**config.mk**
```make
export PLATFORM = sky130hd
export DESIGN_NAME = ps2_host_tx
export DESIGN_NICKNAME = d
export VERILOG_FILES = /design/src/rtl/ps2_pkg.sv /design/src/rtl/ps2_line_sync.sv /design/src/rtl/ps2_host_tx.sv
export SDC_FILE = /design/constraint.sdc
export NUM_CORES = 1
export LEC_CHECK = 0
export CAP_MARGIN = 20
export CORE_ASPECT_RATIO = 1.2
export CORE_MARGIN = 2
export CORE_UTILIZATION = 45
export CTS_BUF_LIST = sky130_fd_sc_hd__clkbuf_16
export DETAILED_ROUTE_END_ITERATION = 10
export HOLD_SLACK_MARGIN = 0.03
export PLACE_DENSITY = 0.75
export SETUP_SLACK_MARGIN = 0.5
export SLEW_MARGIN = 0
export SYNTH_ARGS = -nofsm -noshare
export SYNTH_HDL_FRONTEND = slang
export SYNTH_SLANG_ARGS = --single-unit
export TNS_END_PERCENT = 100
```
**constraint.sdc**
```tcl
create_clock -name clock -period 2.2 [get_ports clock]
set_input_delay 0.55 -clock clock [delete_from_list [all_inputs] [get_ports clock]]
set_output_delay 0.55 -clock clock [all_outputs]
set_load 0.01 [all_outputs]
```
**src/rtl/ps2_pkg.sv**
```systemverilog
// rtl/ps2_pkg.sv - shared PS/2 state encoding, command/response bytes and parity helper
package ps2_pkg;

    typedef enum logic [2:0] {
        ST_IDLE,
        ST_INHIBIT,
        ST_REQUEST,
        ST_DATA,
        ST_PARITY,
        ST_STOP,
        ST_ACK,
        ST_WAIT_IDLE
    } tx_state_t;

    localparam logic [7:0] CMD_SET_LEDS = 8'hED;
    localparam logic [7:0] CMD_ECHO     = 8'hEE;
    localparam logic [7:0] CMD_RESET    = 8'hFF;
    localparam logic [7:0] RSP_ACK      = 8'hFA;

    // Odd parity: the parity bit makes the total count of ones odd.
    function automatic logic odd_parity(input logic [7:0] d);
        return ~^d;
    endfunction

endpackage

```
**src/rtl/ps2_line_sync.sv**
```systemverilog
// rtl/ps2_line_sync.sv - 2-FF synchronizer for PS/2 clock/data plus clock falling-edge strobe
module ps2_line_sync (
    input  logic clock,
    input  logic reset,
    input  logic ps2_clk_in,
    input  logic ps2_dat_in,
    output logic clk_sync,
    output logic dat_sync,
    output logic fall_edge
);

    logic [1:0] clk_ff;
    logic [1:0] dat_ff;
    logic       clk_prev;

    // Idle lines float high, so reset to 1 to avoid a spurious edge after reset.
    always_ff @(posedge clock) begin
        if (reset) begin
            clk_ff   <= 2'b11;
            dat_ff   <= 2'b11;
            clk_prev <= 1'b1;
        end else begin
            clk_ff   <= {clk_ff[0], ps2_clk_in};
            dat_ff   <= {dat_ff[0], ps2_dat_in};
            clk_prev <= clk_ff[1];
        end
    end

    assign clk_sync  = clk_ff[1];
    assign dat_sync  = dat_ff[1];
    assign fall_edge = clk_prev & ~clk_ff[1];

endmodule

```
**src/rtl/ps2_host_tx.sv**
```systemverilog
// rtl/ps2_host_tx.sv - PS/2 host-to-device command byte transmitter over open-drain enables
// Define PS2_HOST_TX_ACK_CHECK_EN to turn a missing device ACK into an error pulse.
module ps2_host_tx #(
    parameter int INHIBIT_CYCLES = 5000,
    parameter int TIMEOUT_CYCLES = 750000
) (
    input  logic       clock,
    input  logic       reset,
    input  logic [7:0] data_in,
    input  logic       send,
    output logic       busy,
    output logic       done,
    output logic       error,
    input  logic       ps2_clk_in,
    input  logic       ps2_dat_in,
    output logic       ps2_clk_oe,
    output logic       ps2_dat_oe
);
    import ps2_pkg::*;

    localparam int MAX_COUNT = (TIMEOUT_CYCLES > INHIBIT_CYCLES) ? TIMEOUT_CYCLES : INHIBIT_CYCLES;
    localparam int CW        = $clog2(MAX_COUNT + 1);
    // The request cycle also holds the clock low, so INHIBIT itself lasts one cycle less.
    localparam logic [CW-1:0] INHIBIT_LAST = CW'(INHIBIT_CYCLES - 2);
    localparam logic [CW-1:0] TIMEOUT_LAST = CW'(TIMEOUT_CYCLES - 1);

    tx_state_t     state;
    logic [7:0]    tx_byte;
    logic          tx_parity;
    logic [2:0]    bit_cnt;
    logic [CW-1:0] cycle_cnt;

    logic clk_sync;
    logic dat_sync;
    logic fall_edge;
    logic line_phase;
    logic lines_idle;
    logic timed_out;

    ps2_line_sync u_line_sync (
        .clock      (clock),
        .reset      (reset),
        .ps2_clk_in (ps2_clk_in),
        .ps2_dat_in (ps2_dat_in),
        .clk_sync   (clk_sync),
        .dat_sync   (dat_sync),
        .fall_edge  (fall_edge)
    );

    assign line_phase = (state == ST_DATA) || (state == ST_PARITY) || (state == ST_STOP) ||
                        (state == ST_ACK) || (state == ST_WAIT_IDLE);
    assign lines_idle = clk_sync & dat_sync;
    assign timed_out  = line_phase && !fall_edge && (cycle_cnt == TIMEOUT_LAST) &&
                        !((state == ST_WAIT_IDLE) && lines_idle);

    always_ff @(posedge clock) begin
        if (reset) begin
            state      <= ST_IDLE;
            tx_byte    <= '0;
            tx_parity  <= 1'b0;
            bit_cnt    <= '0;
            cycle_cnt  <= '0;
            busy       <= 1'b0;
            done       <= 1'b0;
            error      <= 1'b0;
            ps2_clk_oe <= 1'b0;
            ps2_dat_oe <= 1'b0;
        end else begin
            done  <= 1'b0;
            error <= 1'b0;
            if (timed_out) begin
                error      <= 1'b1;
                busy       <= 1'b0;
                ps2_clk_oe <= 1'b0;
                ps2_dat_oe <= 1'b0;
                cycle_cnt  <= '0;
                state      <= ST_IDLE;
            end else begin
                cycle_cnt <= cycle_cnt + CW'(1);
                case (state)
                    ST_IDLE: begin
                        cycle_cnt  <= '0;
                        ps2_clk_oe <= 1'b0;
                        ps2_dat_oe <= 1'b0;
                        if (send) begin
                            tx_byte    <= data_in;
                            tx_parity  <= odd_parity(data_in);
                            bit_cnt    <= '0;
                            busy       <= 1'b1;
                            ps2_clk_oe <= 1'b1;
                            state      <= ST_INHIBIT;
                        end
                    end
                    ST_INHIBIT: begin
                        if (cycle_cnt == INHIBIT_LAST) begin
                            ps2_dat_oe <= 1'b1;
                            cycle_cnt  <= '0;
                            state      <= ST_REQUEST;
                        end
                    end
                    ST_REQUEST: begin
                        ps2_clk_oe <= 1'b0;
                        cycle_cnt  <= '0;
                        state      <= ST_DATA;
                    end
                    ST_DATA: begin
                        if (fall_edge) begin
                            ps2_dat_oe <= ~tx_byte[bit_cnt];
                            bit_cnt    <= bit_cnt + 3'd1;
                            cycle_cnt  <= '0;
                            if (bit_cnt == 3'd7) begin
                                state <= ST_PARITY;
                            end
                        end
                    end
                    ST_PARITY: begin
                        if (fall_edge) begin
                            ps2_dat_oe <= ~tx_parity;
                            cycle_cnt  <= '0;
                            state      <= ST_STOP;
                        end
                    end
                    ST_STOP: begin
                        if (fall_edge) begin
                            ps2_dat_oe <= 1'b0;
                            cycle_cnt  <= '0;
                            state      <= ST_ACK;
                        end
                    end
                    ST_ACK: begin
                        if (fall_edge) begin
                            cycle_cnt <= '0;
`ifdef PS2_HOST_TX_ACK_CHECK_EN
                            if (dat_sync) begin
                                error <= 1'b1;
                                busy  <= 1'b0;
                                state <= ST_IDLE;
                            end else begin
                                state <= ST_WAIT_IDLE;
                            end
`else
                            state <= ST_WAIT_IDLE;
`endif
                        end
                    end
                    ST_WAIT_IDLE: begin
                        if (lines_idle) begin
                            done      <= 1'b1;
                            busy      <= 1'b0;
                            cycle_cnt <= '0;
                            state     <= ST_IDLE;
                        end
                    end
                    default: begin
                        state <= ST_IDLE;
                    end
                endcase
            end
        end
    end

endmodule

```
==> impl_metrics.sql, run 1 <==
INSERT INTO impl_metrics (metric_group, metric, value, unit) VALUES
('cells_and_area', 'syn2layout_area_growth', '23.5', '%'),
('die', 'die_x', '66.2', 'um'),
('grt', 'grt_first_pass_wirelength', '7320', 'um'),
('sta', 'max_slew_margin', '0.711', ''),
('synthesis', 'mappedNetlistArea', '2090', 'um^2'),
('sta', 'layout_min_cycle_time', '1.88', 'ns'),
('synthesis', 'synth_edf_count', '0', ''),
('detailed_routing', 'drt_pre_antenna_iters', '4', ''),
('synthesis', 'synth_adder_area_share', '0.0240', ''),
('detailed_routing', 'antenna_violating_nets_post_route', '0', ''),
('cells_and_area', 'drive_above_1_share', '0.155', ''),
('place', 'count_of_buffers_from_port_buffering', '17', ''),
('die', 'die_height', '78.6', 'um'),
('die', 'ioPinCount', '18', ''),
('clock_tree', 'numCtsBuffers', '5', ''),
('synthesis', 'yosysUniqueCellTypes', '46', ''),
('clock_tree', 'htree_num_levels', '2', ''),
('sta', 'slew_viol_final', '0', ''),
('clock_tree', 'worst_skew_pair.late_latency', '0.28', 'ns'),
('cells_and_area', 'layout.nets', '281', ''),
('synthesis', 'post-synth-top-count-cell', 'sky130_fd_sc_hd__dfxtp_1', ''),
('detailed_routing', 'initialDrtViolationCount', '60', ''),
('detailed_routing', 'drc_errors', '0', ''),
('sta', 'finalHoldViolations', '0', ''),
('worst_setup_path', 'crit_arrival', '2.05', 'ns'),
('sta', 'post_route_setup_tns', '0', 'ns'),
('detailed_routing', 'vias_per_cell', '5.26', ''),
('clock_tree', 'tritoncts_clock_tree', 'yes', ''),
('worst_setup_path', 'critical_path_required', '2.38', 'ns'),
('synthesis', 'leading_cell_types_by_total_area_after_synthesis', 'sky130_fd_sc_hd__dfxtp_1 43%, sky130_fd_sc_hd__nor2_1 7.2%, sky130_fd_sc_hd__nand2_1 6.6%, sky130_fd_sc_hd__xnor2_1 5.9%, sky130_fd_sc_hd__xor2_1 4.6%', ''),
('synthesis', 'syn-instance-count', '238', ''),
('synthesis', 'postSynth.asyncResetShare', '0', ''),
('synthesis', 'synth-xor-area-share', '0.105', ''),
('worst_setup_path', 'worst-path-buf-inv', '1', ''),
('detailed_routing', 'route.vias.total', '1699', ''),
('run_status', 'outcome', 'complete, no violations', ''),
('hold_path', 'hold_class', 'flip-flop to flip-flop', ''),
('die', 'core_region_area', '4530', 'um^2'),
('flow_run', 'max-cap-violations', '0', ''),
('die', 'placementRows', '27', ''),
('synthesis', 'combinational_family_with_the_most_area_after_synthesis', 'simple AND/OR/NAND/NOR gates', ''),
('synthesis', 'ys_warn_count', '0', ''),
('sta', 'setup_viol', '0', ''),
('place', 'place.detailed.hpwl', '2860', 'um'),
('grt', 'grt_max_degree', '21', ''),
('clock_tree', 'clock_net_sink_count', '45', ''),
('synthesis', 'syn_nets', '255', ''),
('cells_and_area', 'multi_input_gate_area_in_the_final_layout', '1180', 'um^2'),
('detailed_routing', 'drt_wl_total', '4090', 'um'),
('worst_setup_path', 'slowest_stage', 'sky130_fd_sc_hd__or4_4', ''),
('synthesis', 'avgSynthCellArea', '8.78', 'um^2'),
('synthesis', 'synth_compound_gate_area_share', '0.0970', ''),
('worst_setup_path', 'critical_path.max_stage_delay', '0.55', 'ns'),
('place', 'finalWeightedCongestion', '0.808', ''),
('grt', 'initial_antenna_violation_count', '0', ''),
('pwr', 'total_leakage_power', '0.922', 'nW'),
('synthesis', 'synth_simple_gate_area_share', '0.275', ''),
('worst_setup_path', 'critical_path_cell_count', '6', ''),
('cells_and_area', 'antennaDiodeCount', '0', ''),
('worst_setup_path', 'worstSetupStartpointType', 'flip-flop', ''),
('sta', 'max_slew.worst_pin.slew', '0.428', 'ns'),
('detailed_routing', 'routed_wire_length_per_instance', '12.7', 'um'),
('sta', 'post-route-period-util', '0.853', ''),
('sta', 'fmaxAchievable', '533', 'MHz'),
('worst_setup_path', 'cp_cell_sequence', 'or4_4 -> nor4_4 -> a31oi_4 -> o21bai_4 -> buf_12 -> nor2_1', ''),
('pwr', 'power.density_cell_area', '708', 'nW/um^2'),
('sta', 'clock_skew', '0.00201', 'ns'),
('clock_tree', 'cts-root-to-sink-buffers', '2', ''),
('cells_and_area', 'final_design_area_no_fill', '2580', 'um^2'),
('synthesis', 'muxShareOfSynthArea', '0.0413', ''),
('synthesis', 'synthDominantCellAreaShare', '0.431', '');
-- power by group --
group          internal, W  total [W]  switching, W
Sequential        0.000851   0.000886     0.0000347
Clock             0.000416   0.000716      0.000300
Combinational     0.000114   0.000225      0.000111
-- per-layer routing --
metal	share of wire	routed length (um)	vias to the layer above	global-route usage
met5	0	0	-	0
met4	0.014	59	0	0.0735
met3	0.029	119	7	0.0387
met2	0.48	1980	26	0.279
met1	0.47	1930	795	0.234
li1	-	-	871	-
-- worst paths after layout --
check	startpoint	slack [ns]	endpoint
worst min register to register	u_line_sync.clk_ff[0]	0.41	u_line_sync.clk_ff[1]
worst max-delay path	cycle_cnt[18]	0.32	cycle_cnt[1]
worst max register to register	cycle_cnt[18]	0.32	cycle_cnt[1]
worst min-delay path	u_line_sync.clk_ff[0]	0.41	u_line_sync.clk_ff[1]
-- worst reg2reg max path, delay by kind of cell (launching register included) --
kind / cells / cell delay, ns
AND/OR/NAND/NOR: 3 / 0.90
buffers and inverters: 1 / 0.17
flip-flops: 1 / 0.32
AO/OA/AOI/OAI: 2 / 0.39
-- repair_timing --
action / CTS / global route
setup endpoints to repair: 27 / 30
buffers inserted: 4 / 1
pin swaps: 2 / 3
endpoints found under the hold margin: 0 / 0
resized for setup: 9 / 5
-- cells by family (layout without fill, tap and decap cells) --
group	after synthesis	after routing
and+or+nand+nor	117	117
DFF	45	45
AOI/OAI and AO/OA	30	30
xor gates and xnor gates	25	25
buffers and inverters	11	38
muxes	6	6
adders and majority gates	4	4
-- metrics by stage --
step | std cells | hold slack [ns] | total power, W | util | worst slack [ns]
after CTS | 322 | 0.409 | 0.00184 | 0.566 | 0.321
final | 323 | 0.408 | 0.00183 | 0.570 | 0.323
after detailed placement | 310 | 0.394 | 0.00112 | 0.520 | 0.243
after floorplan | 238 | 0.389 | 0.00104 | - | 0.469
after global routing | 323 | 0.425 | 0.00192 | 0.570 | 0.244
after global placement | 310 | 0.394 | 0.00112 | 0.520 | 0.277
-- registers in the layout, indices dropped and copies added (netlist names) --
name	count
cycle_cnt	20
tx_byte	8
bit_cnt	3
state	3
u_line_sync.clk_ff	2
u_line_sync.dat_ff	2
busy	1
done	1
error	1
ps2_clk_oe	1
ps2_dat_oe	1
tx_parity	1
u_line_sync.clk_prev	1
-- layout make-up --
class	instances	share of cell area
multi-input cells	182	0.457
flip-flops and latches	45	0.351
repair buffers	28	0.105
clock buffers	5	0.0485
well taps	58	0.0281
clock inverters	3	0.00727
inverters	2	0.00291
-- layout by cell type (no fill, tap or decap), types with 2 or more instances in the layout --
cell type,synthesis,routed
sky130_fd_sc_hd__dfxtp_1,45,41
sky130_fd_sc_hd__nor2_1,40,40
sky130_fd_sc_hd__nand2_1,37,37
sky130_fd_sc_hd__xnor2_1,14,14
sky130_fd_sc_hd__a21oi_1,14,14
sky130_fd_sc_hd__clkdlybuf4s50_1,0,13
sky130_fd_sc_hd__xor2_1,11,11
sky130_fd_sc_hd__buf_4,0,9
sky130_fd_sc_hd__nand3_1,8,8
sky130_fd_sc_hd__or2_2,5,5
sky130_fd_sc_hd__clkbuf_16,0,5
sky130_fd_sc_hd__ha_1,4,4
sky130_fd_sc_hd__dfxtp_2,0,4
sky130_fd_sc_hd__inv_1,2,3
sky130_fd_sc_hd__nor3_1,4,3
sky130_fd_sc_hd__mux2i_1,3,3
sky130_fd_sc_hd__nand4_1,3,3
sky130_fd_sc_hd__or4_4,1,2
sky130_fd_sc_hd__nor4_4,1,2
sky130_fd_sc_hd__o21ai_0,2,2
sky130_fd_sc_hd__and3_1,2,2
sky130_fd_sc_hd__nand3b_1,2,2
sky130_fd_sc_hd__nor3b_1,2,2
sky130_fd_sc_hd__a22oi_1,2,2
sky130_fd_sc_hd__mux4_2,2,2
sky130_fd_sc_hd__clkinvlp_4,0,2
sky130_fd_sc_hd__dlygate4sd2_1,0,2
sky130_fd_sc_hd__dlymetal6s2s_1,0,2
No activity file was read; power rests on OpenSTA's default activity.
==> inputs of run 2 (changes only) <==
- CTS_BUF_LIST: sky130_fd_sc_hd__clkbuf_16 -> sky130_fd_sc_hd__clkbuf_8
- CTS_CLUSTER_SIZE: unset -> 14
==> run 2 against run 1 <==
Final area decreased by 2.6%; register-to-register slack about the same; clock power decreased by 30%; count of clock-buffer cells in the layout unchanged; sequential share of layout area increased by 0.93 points; first-iteration DRC count increased by 47%; critical endpoint is now cycle_cnt[14]; global-route usage decreased by 0.28 points; total power decreased by 12%; fmax decreased by 0.60%; die area unchanged; routed wire length decreased by 1.2%.
==> impl_metrics.sql, run 2 (synthesized netlist as in run 1, its figures left out) <==
INSERT INTO impl_metrics (metric_group, metric, value, unit) VALUES
('run_status', 'outcome', 'complete, no violations', ''),
('die', 'initial_utilization', '0.462', ''),
('die', 'die-area', '5210', 'um^2'),
('grt', 'overflow', '0', ''),
('detailed_routing', 'drt_pre_antenna_iters', '4', ''),
('pwr', 'power.ir.vdd_worst', '0.628', 'mV'),
('pwr', 'total_power', '0.00160', 'W'),
('worst_setup_path', 'critical_path.max_stage_delay', '0.55', 'ns'),
('flow_run', 'max-cap-violations', '0', ''),
('clock_tree', 'worst_skew_pair.late_latency', '0.30', 'ns'),
('cells_and_area', 'layout.filler_cells', '420', ''),
('sta', 'max_slew_margin', '0.707', ''),
('worst_setup_path', 'worstReg2RegStart', 'cycle_cnt[18]', ''),
('sta', 'fmaxAchievable', '530', 'MHz'),
('detailed_routing', 'drc_errors', '0', ''),
('sta', 'slew_viol_final', '0', ''),
('place', 'finalWeightedCongestion', '0.808', ''),
('worst_setup_path', 'setup.worst_path.end_class', 'flip-flop', ''),
('worst_setup_path', 'worstPathMaxFanout', '20', ''),
('clock_tree', 'tritoncts_clock_tree', 'yes', ''),
('grt', 'via_count_of_the_first_global_routing_pass', '1617', ''),
('sta', 'post-route-period-util', '0.858', ''),
('place', 'count_of_buffers_from_port_buffering', '17', ''),
('hold_path', 'hold-path-endpoint', 'u_line_sync.clk_ff[1]', ''),
('cells_and_area', 'syn2layout_area_growth', '20.4', '%'),
('clock_tree', 'clk_pin_slew_worst_paths', '0.08', 'ns'),
('hold_path', 'hold-path-cell-count', '1', ''),
('sta', 'clock_skew', '0.00624', 'ns'),
('detailed_routing', 'drt_wl_total', '4040', 'um'),
('cells_and_area', 'drive_above_1_share', '0.155', ''),
('worst_setup_path', 'critical_path_required', '2.39', 'ns'),
('clock_tree', 'clk_root_buffer_cell', 'sky130_fd_sc_hd__clkbuf_8', ''),
('cells_and_area', 'final_design_area_no_fill', '2510', 'um^2'),
('worst_setup_path', 'worst_setup_slack_for_register_to_register_paths', '0.31', 'ns'),
('worst_setup_path', 'slowest_stage', 'sky130_fd_sc_hd__or4_4', ''),
('pwr', 'power.density_cell_area', '638', 'nW/um^2'),
('cells_and_area', 'largest_register_ff_count', '20', ''),
('sta', 'finalWorstSetupSlack', '0.311', 'ns'),
('clock_tree', 'numCtsBuffers', '5', ''),
('clock_tree', 'cts_hold_buffers', '0', ''),
('worst_setup_path', 'timing.reg2reg.worst_path_depth', '6', ''),
('detailed_routing', 'vias_per_cell', '5.28', ''),
('cells_and_area', 'mostFrequentLayoutCell', 'sky130_fd_sc_hd__dfxtp_1', ''),
('grt', 'initial_antenna_violation_count', '0', ''),
('cells_and_area', 'antennaDiodeCount', '0', ''),
('die', 'placementRows', '27', ''),
('worst_setup_path', 'crit_arrival', '2.08', 'ns'),
('clock_tree', 'cts-root-to-sink-buffers', '2', ''),
('grt', 'grt_first_pass_wirelength', '7140', 'um'),
('detailed_routing', 'route.vias.total', '1706', ''),
('detailed_routing', 'routed_wire_length_per_instance', '12.5', 'um'),
('hold_path', 'min-delay-start', 'u_line_sync.clk_ff[0]', ''),
('pwr', 'total_leakage_power', '0.871', 'nW'),
('die', 'die_x', '66.2', 'um'),
('cells_and_area', 'layout.nets', '281', ''),
('worst_setup_path', 'rr_endpoint', 'cycle_cnt[14]', ''),
('clock_tree', 'htree_num_levels', '2', ''),
('sta', 'layout_min_cycle_time', '1.89', 'ns'),
('cells_and_area', 'largestRegisters', 'cycle_cnt x20, tx_byte x8', ''),
('cells_and_area', 'most_used_cells_in_the_layout_excluding_fill_and_tap_cells', '41 x sky130_fd_sc_hd__dfxtp_1, 40 x sky130_fd_sc_hd__nor2_1, 37 x sky130_fd_sc_hd__nand2_1', ''),
('detailed_routing', 'initialDrtViolationCount', '88', ''),
('place', 'post-place-ws', '0.243', 'ns'),
('die', 'ioPinCount', '18', ''),
('worst_setup_path', 'setup.worst_path.class', 'flip-flop to flip-flop', ''),
('sta', 'finalHoldViolations', '0', ''),
('sta', 'max_slew.worst_pin.slew', '0.433', 'ns'),
('place', 'place.detailed.hpwl', '2860', 'um'),
('worst_setup_path', 'worstSetupStartpointType', 'flip-flop', ''),
('sta', 'post_route_setup_tns', '0', 'ns'),
('grt', 'globalRouteTotalUtil', '0.175', ''),
('die', 'core_region_area', '4530', 'um^2'),
('clock_tree', 'clock_net_sink_count', '45', ''),
('place', 'placedInstanceArea', '2350', 'um^2'),
('cells_and_area', 'post_layout_nonfiller_instances', '323', ''),
('detailed_routing', 'antenna_violating_nets_post_route', '0', ''),
('cells_and_area', 'largest-register', 'cycle_cnt', ''),
('sta', 'grt_setup_unrepaired', 'yes', ''),
('die', 'die_height', '78.6', 'um'),
('place', 'dp_cells', '310', ''),
('sta', 'setup_viol', '0', ''),
('worst_setup_path', 'cp_cell_sequence', 'or4_4 -> nor4_4 -> a31oi_4 -> o21bai_4 -> buf_12 -> nor2_1', ''),
('hold_path', 'hold_class', 'flip-flop to flip-flop', ''),
('grt', 'grt_max_degree', '21', '');
## run 2: cell count changes in the layout (fill, tap and decap cells not counted), sizes merged
cell	change
dlymetal6s2s	-2
clkdlybuf4s50	-1
dlygate4sd2	+3
## run 2: what timing repair did
action	4_1_cts	5_1_grt
setup endpoints to repair	30	28
hold endpoints to repair	0	0
setup buffers	4	1
pin swaps	2	3
gates resized for setup	12	3
## run 2: worst max-delay path, delay by kind of cell, from the launching register on
kind                   cells  cell delay, ns
DFF                        1            0.33
AOI/OAI and AO/OA          2            0.39
and+or+nand+nor            3            0.90
buffers and inverters      1            0.16
## run 2: area by class of cell
| type | count | area (um^2) | share of cell area |
|---|---|---|---|
| multi-input cells | 182 | 1180 | 0.469 |
| flip-flops and latches | 45 | 906 | 0.360 |
| repair buffers | 28 | 263 | 0.104 |
| well taps | 58 | 72.6 | 0.0289 |
| clock buffers | 5 | 68.8 | 0.0274 |
| clock inverters | 3 | 18.8 | 0.00746 |
| inverters | 2 | 7.51 | 0.00299 |
## run 2: stage by stage
step / utilization / hold WS (ns)
after floorplan: - / 0.389
after global placement: 0.520 / 0.394
after detailed placement: 0.520 / 0.394
after CTS: 0.552 / 0.414
after global routing: 0.556 / 0.432
final: 0.556 / 0.413
## run 2: how the worst max path moves through the flow
stage                       start       endpoint  slack (ns)  depth (start not counted)
global route        cycle_cnt[18]   cycle_cnt[9]        0.24                          6
CTS                 cycle_cnt[18]  cycle_cnt[13]        0.32                          6
detailed placement  cycle_cnt[10]   cycle_cnt[8]        0.24                          6
finish              cycle_cnt[18]  cycle_cnt[14]        0.31                          6
global placement    cycle_cnt[10]   cycle_cnt[1]        0.28                          6
floorplan           cycle_cnt[18]  cycle_cnt[18]        0.47                          6
## run 2: power breakdown
group          total (W)  internal (W)  leakage (nW)  switching (W)
sequential      0.000884      0.000850         0.368      0.0000346
clock           0.000498      0.000219        0.0416       0.000278
combinational   0.000222      0.000113         0.462       0.000109
## run 2: layer usage
metal / vias to the layer above / track usage / part of all wire
met5: - / 0 / 0
met2: 22 / 0.274 / 0.48
met4: 0 / 0.0633 / 0.014
met3: 5 / 0.0387 / 0.025
met1: 808 / 0.234 / 0.48
li1: 871 / - / -
==> inputs of run 3 (changes only) <==
--- a/config.mk
+++ b/config.mk
@@ -16,3 +16,3 @@
 export PLACE_DENSITY = 0.75
-export SETUP_SLACK_MARGIN = 0.5
+export SETUP_SLACK_MARGIN = 0.3
 export SLEW_MARGIN = 0
==> constraint.sdc (replaced) <==
create_clock -name clock -period 2.2 [get_ports clock]
set_input_delay 0.44 -clock clock [delete_from_list [all_inputs] [get_ports clock]]
set_output_delay 0.44 -clock clock [all_outputs]
set_load 0.01 [all_outputs]
==> run 3 against run 2 <==
Total power up 7.9%; core utilization down 0.30 points; routed wire length up 3.9%; final cell count down 0.31%; final area down 0.55%; fmax up 1.1%; clock skew up 0.0012 ns; first-iteration DRC count up 22%; critical path depth down 1; critical endpoint is now ps2_dat_oe; largest cell class unchanged.
==> impl_metrics.sql, run 3 (synthesized netlist as in run 1, its figures left out) <==
INSERT INTO impl_metrics (metric_group, metric, value, unit) VALUES
('place', 'finalWeightedCongestion', '0.812', ''),
('worst_setup_path', 'worstReg2RegStart', 'cycle_cnt[11]', ''),
('cells_and_area', 'antennaDiodeCount', '0', ''),
('die', 'ioPinCount', '18', ''),
('sta', 'slew_viol_final', '0', ''),
('die', 'die-area', '5210', 'um^2'),
('cells_and_area', 'layout.nets', '280', ''),
('grt', 'overflow', '0', ''),
('cells_and_area', 'final_design_area_no_fill', '2500', 'um^2'),
('sta', 'setup_viol', '0', ''),
('pwr', 'power.density_cell_area', '692', 'nW/um^2'),
('clock_tree', 'worst_skew_pair.late_latency', '0.30', 'ns'),
('worst_setup_path', 'worstSetupStartpointType', 'flip-flop', ''),
('detailed_routing', 'initialDrtViolationCount', '107', ''),
('place', 'dp_cells', '314', ''),
('clock_tree', 'htree_num_levels', '2', ''),
('pwr', 'power.ir.vdd_worst', '0.516', 'mV'),
('sta', 'max_slew_margin', '0.691', ''),
('worst_setup_path', 'startpoint', 'cycle_cnt[11]', ''),
('worst_setup_path', 'setup.worst_path.end_class', 'flip-flop', ''),
('clock_tree', 'clk_root_buffer_cell', 'sky130_fd_sc_hd__clkbuf_8', ''),
('clock_tree', 'clk_pin_slew_worst_paths', '0.08', 'ns'),
('detailed_routing', 'drt_pre_antenna_iters', '4', ''),
('detailed_routing', 'drc_errors', '0', ''),
('sta', 'clock_skew', '0.00741', 'ns'),
('sta', 'post_route_setup_tns', '0', 'ns'),
('detailed_routing', 'routed_wire_length_per_instance', '13.1', 'um'),
('hold_path', 'min-delay-start', 'u_line_sync.clk_ff[0]', ''),
('hold_path', 'hold_class', 'flip-flop to flip-flop', ''),
('cells_and_area', 'largestRegisters', 'cycle_cnt x20, tx_byte x8', ''),
('cells_and_area', 'largest-register', 'cycle_cnt', ''),
('cells_and_area', 'post_layout_nonfiller_instances', '322', ''),
('die', 'initial_utilization', '0.462', ''),
('clock_tree', 'numCtsBuffers', '5', ''),
('clock_tree', 'tritoncts_clock_tree', 'yes', ''),
('die', 'placementRows', '27', ''),
('grt', 'globalRouteTotalUtil', '0.175', ''),
('run_status', 'outcome', 'complete, no violations', ''),
('detailed_routing', 'vias_per_cell', '5.33', ''),
('clock_tree', 'clock_net_sink_count', '45', ''),
('sta', 'max_slew.worst_pin.slew', '0.462', 'ns'),
('die', 'core_region_area', '4530', 'um^2'),
('pwr', 'total_leakage_power', '0.859', 'nW'),
('worst_setup_path', 'critical_path_required', '2.40', 'ns'),
('cells_and_area', 'drive_above_1_share', '0.140', ''),
('detailed_routing', 'antenna_violating_nets_post_route', '0', ''),
('sta', 'layout_min_cycle_time', '1.87', 'ns'),
('clock_tree', 'cts-root-to-sink-buffers', '2', ''),
('die', 'die_height', '78.6', 'um'),
('cells_and_area', 'syn2layout_area_growth', '19.7', '%'),
('grt', 'grt_max_degree', '20', ''),
('grt', 'grt_first_pass_wirelength', '7090', 'um'),
('die', 'die_x', '66.2', 'um'),
('cells_and_area', 'most_used_cells_in_the_layout_excluding_fill_and_tap_cells', '44 x sky130_fd_sc_hd__dfxtp_1, 40 x sky130_fd_sc_hd__nor2_1, 37 x sky130_fd_sc_hd__nand2_1', ''),
('grt', 'via_count_of_the_first_global_routing_pass', '1622', ''),
('sta', 'finalHoldViolations', '0', ''),
('sta', 'fmaxAchievable', '535', 'MHz'),
('clock_tree', 'cts_setup_buffers', '0', ''),
('detailed_routing', 'drt_wl_total', '4200', 'um'),
('detailed_routing', 'route.vias.total', '1717', ''),
('flow_run', 'max-cap-violations', '0', ''),
('worst_setup_path', 'setup.worst_path.class', 'flip-flop to flip-flop', ''),
('worst_setup_path', 'crit_arrival', '2.07', 'ns'),
('grt', 'initial_antenna_violation_count', '0', ''),
('sta', 'post-route-period-util', '0.849', ''),
('place', 'placedInstanceArea', '2360', 'um^2'),
('sta', 'hold-worst-slack', '0.421', 'ns'),
('cells_and_area', 'mostFrequentLayoutCell', 'sky130_fd_sc_hd__dfxtp_1', ''),
('cells_and_area', 'largest_register_ff_count', '20', ''),
('worst_setup_path', 'worstPathMaxFanout', '3', ''),
('place', 'count_of_buffers_from_port_buffering', '17', ''),
('place', 'place.detailed.hpwl', '3050', 'um'),
('sta', 'grt_setup_unrepaired', 'yes', '');
-- run 3: cell count changes in the layout (fill, tap and decap cells not counted), sizes merged --
cell / before / now
buf: 11 / 10
dlygate4sd2: 5 / 0
clkdlybuf4s50: 12 / 17
clkinvlp: 2 / 0
bufinv: 0 / 1
clkinv: 0 / 1
-- run 3: layout make-up --
| type | instances | area, um^2 |
|---|---|---|
| sequential | 45 | 905 |
| inverter | 2 | 7.51 |
| clock buffer | 5 | 68.8 |
| fill | 423 | 2030 |
| multi-input combinational | 182 | 1160 |
| clock inverter | 3 | 42.5 |
| tap | 58 | 72.6 |
| timing repair buffer | 27 | 249 |
-- run 3: where the power goes --
group	switching, W	leakage, nW	internal, W
logic	0.000115	0.432	0.000118
registers	0.0000286	0.367	0.000847
clock network	0.000285	0.0595	0.000336
-- run 3: path summary, 6_finish.rpt --
check | end | slack, ns | cells past startpoint
max | ps2_dat_oe | 0.33 | 5
min | u_line_sync.clk_ff[1] | 0.42 | 1
max reg2reg | ps2_dat_oe | 0.33 | 5
min reg2reg | u_line_sync.clk_ff[1] | 0.42 | 1
-- run 3: metal layers --
metal  global-route usage  share of wire  vias up
li1                     -              -      864
met1                0.202           0.44      818
met2                0.304           0.51       24
met3               0.0444          0.026       11
met4               0.0673          0.022        0
met5                    0              0        -
-- run 3: per-stage QoR --
step / total power, W / util / setup slack, ns
floorplan: 0.00104 / - / 0.380
global placement: 0.00112 / 0.521 / 0.288
detailed placement: 0.00113 / 0.521 / 0.269
CTS: 0.00174 / 0.550 / 0.271
global route: 0.00181 / 0.553 / 0.253
finish: 0.00173 / 0.553 / 0.332
-- run 3: what timing repair did --
item	in CTS	in global routing
endpoints found under the setup margin	15	22
pin swaps	2	0
hold buffers	0	0
gates resized for setup	4	4
-- run 3: critical path, stage by stage, from the launching register on --
cell and delay, ns:
sky130_fd_sc_hd__dfxtp_1 0.34, sky130_fd_sc_hd__or4_4 0.55, sky130_fd_sc_hd__nor4_4 0.23, sky130_fd_sc_hd__a31oi_2 0.15, sky130_fd_sc_hd__buf_4 0.16, sky130_fd_sc_hd__a2111oi_2 0.33
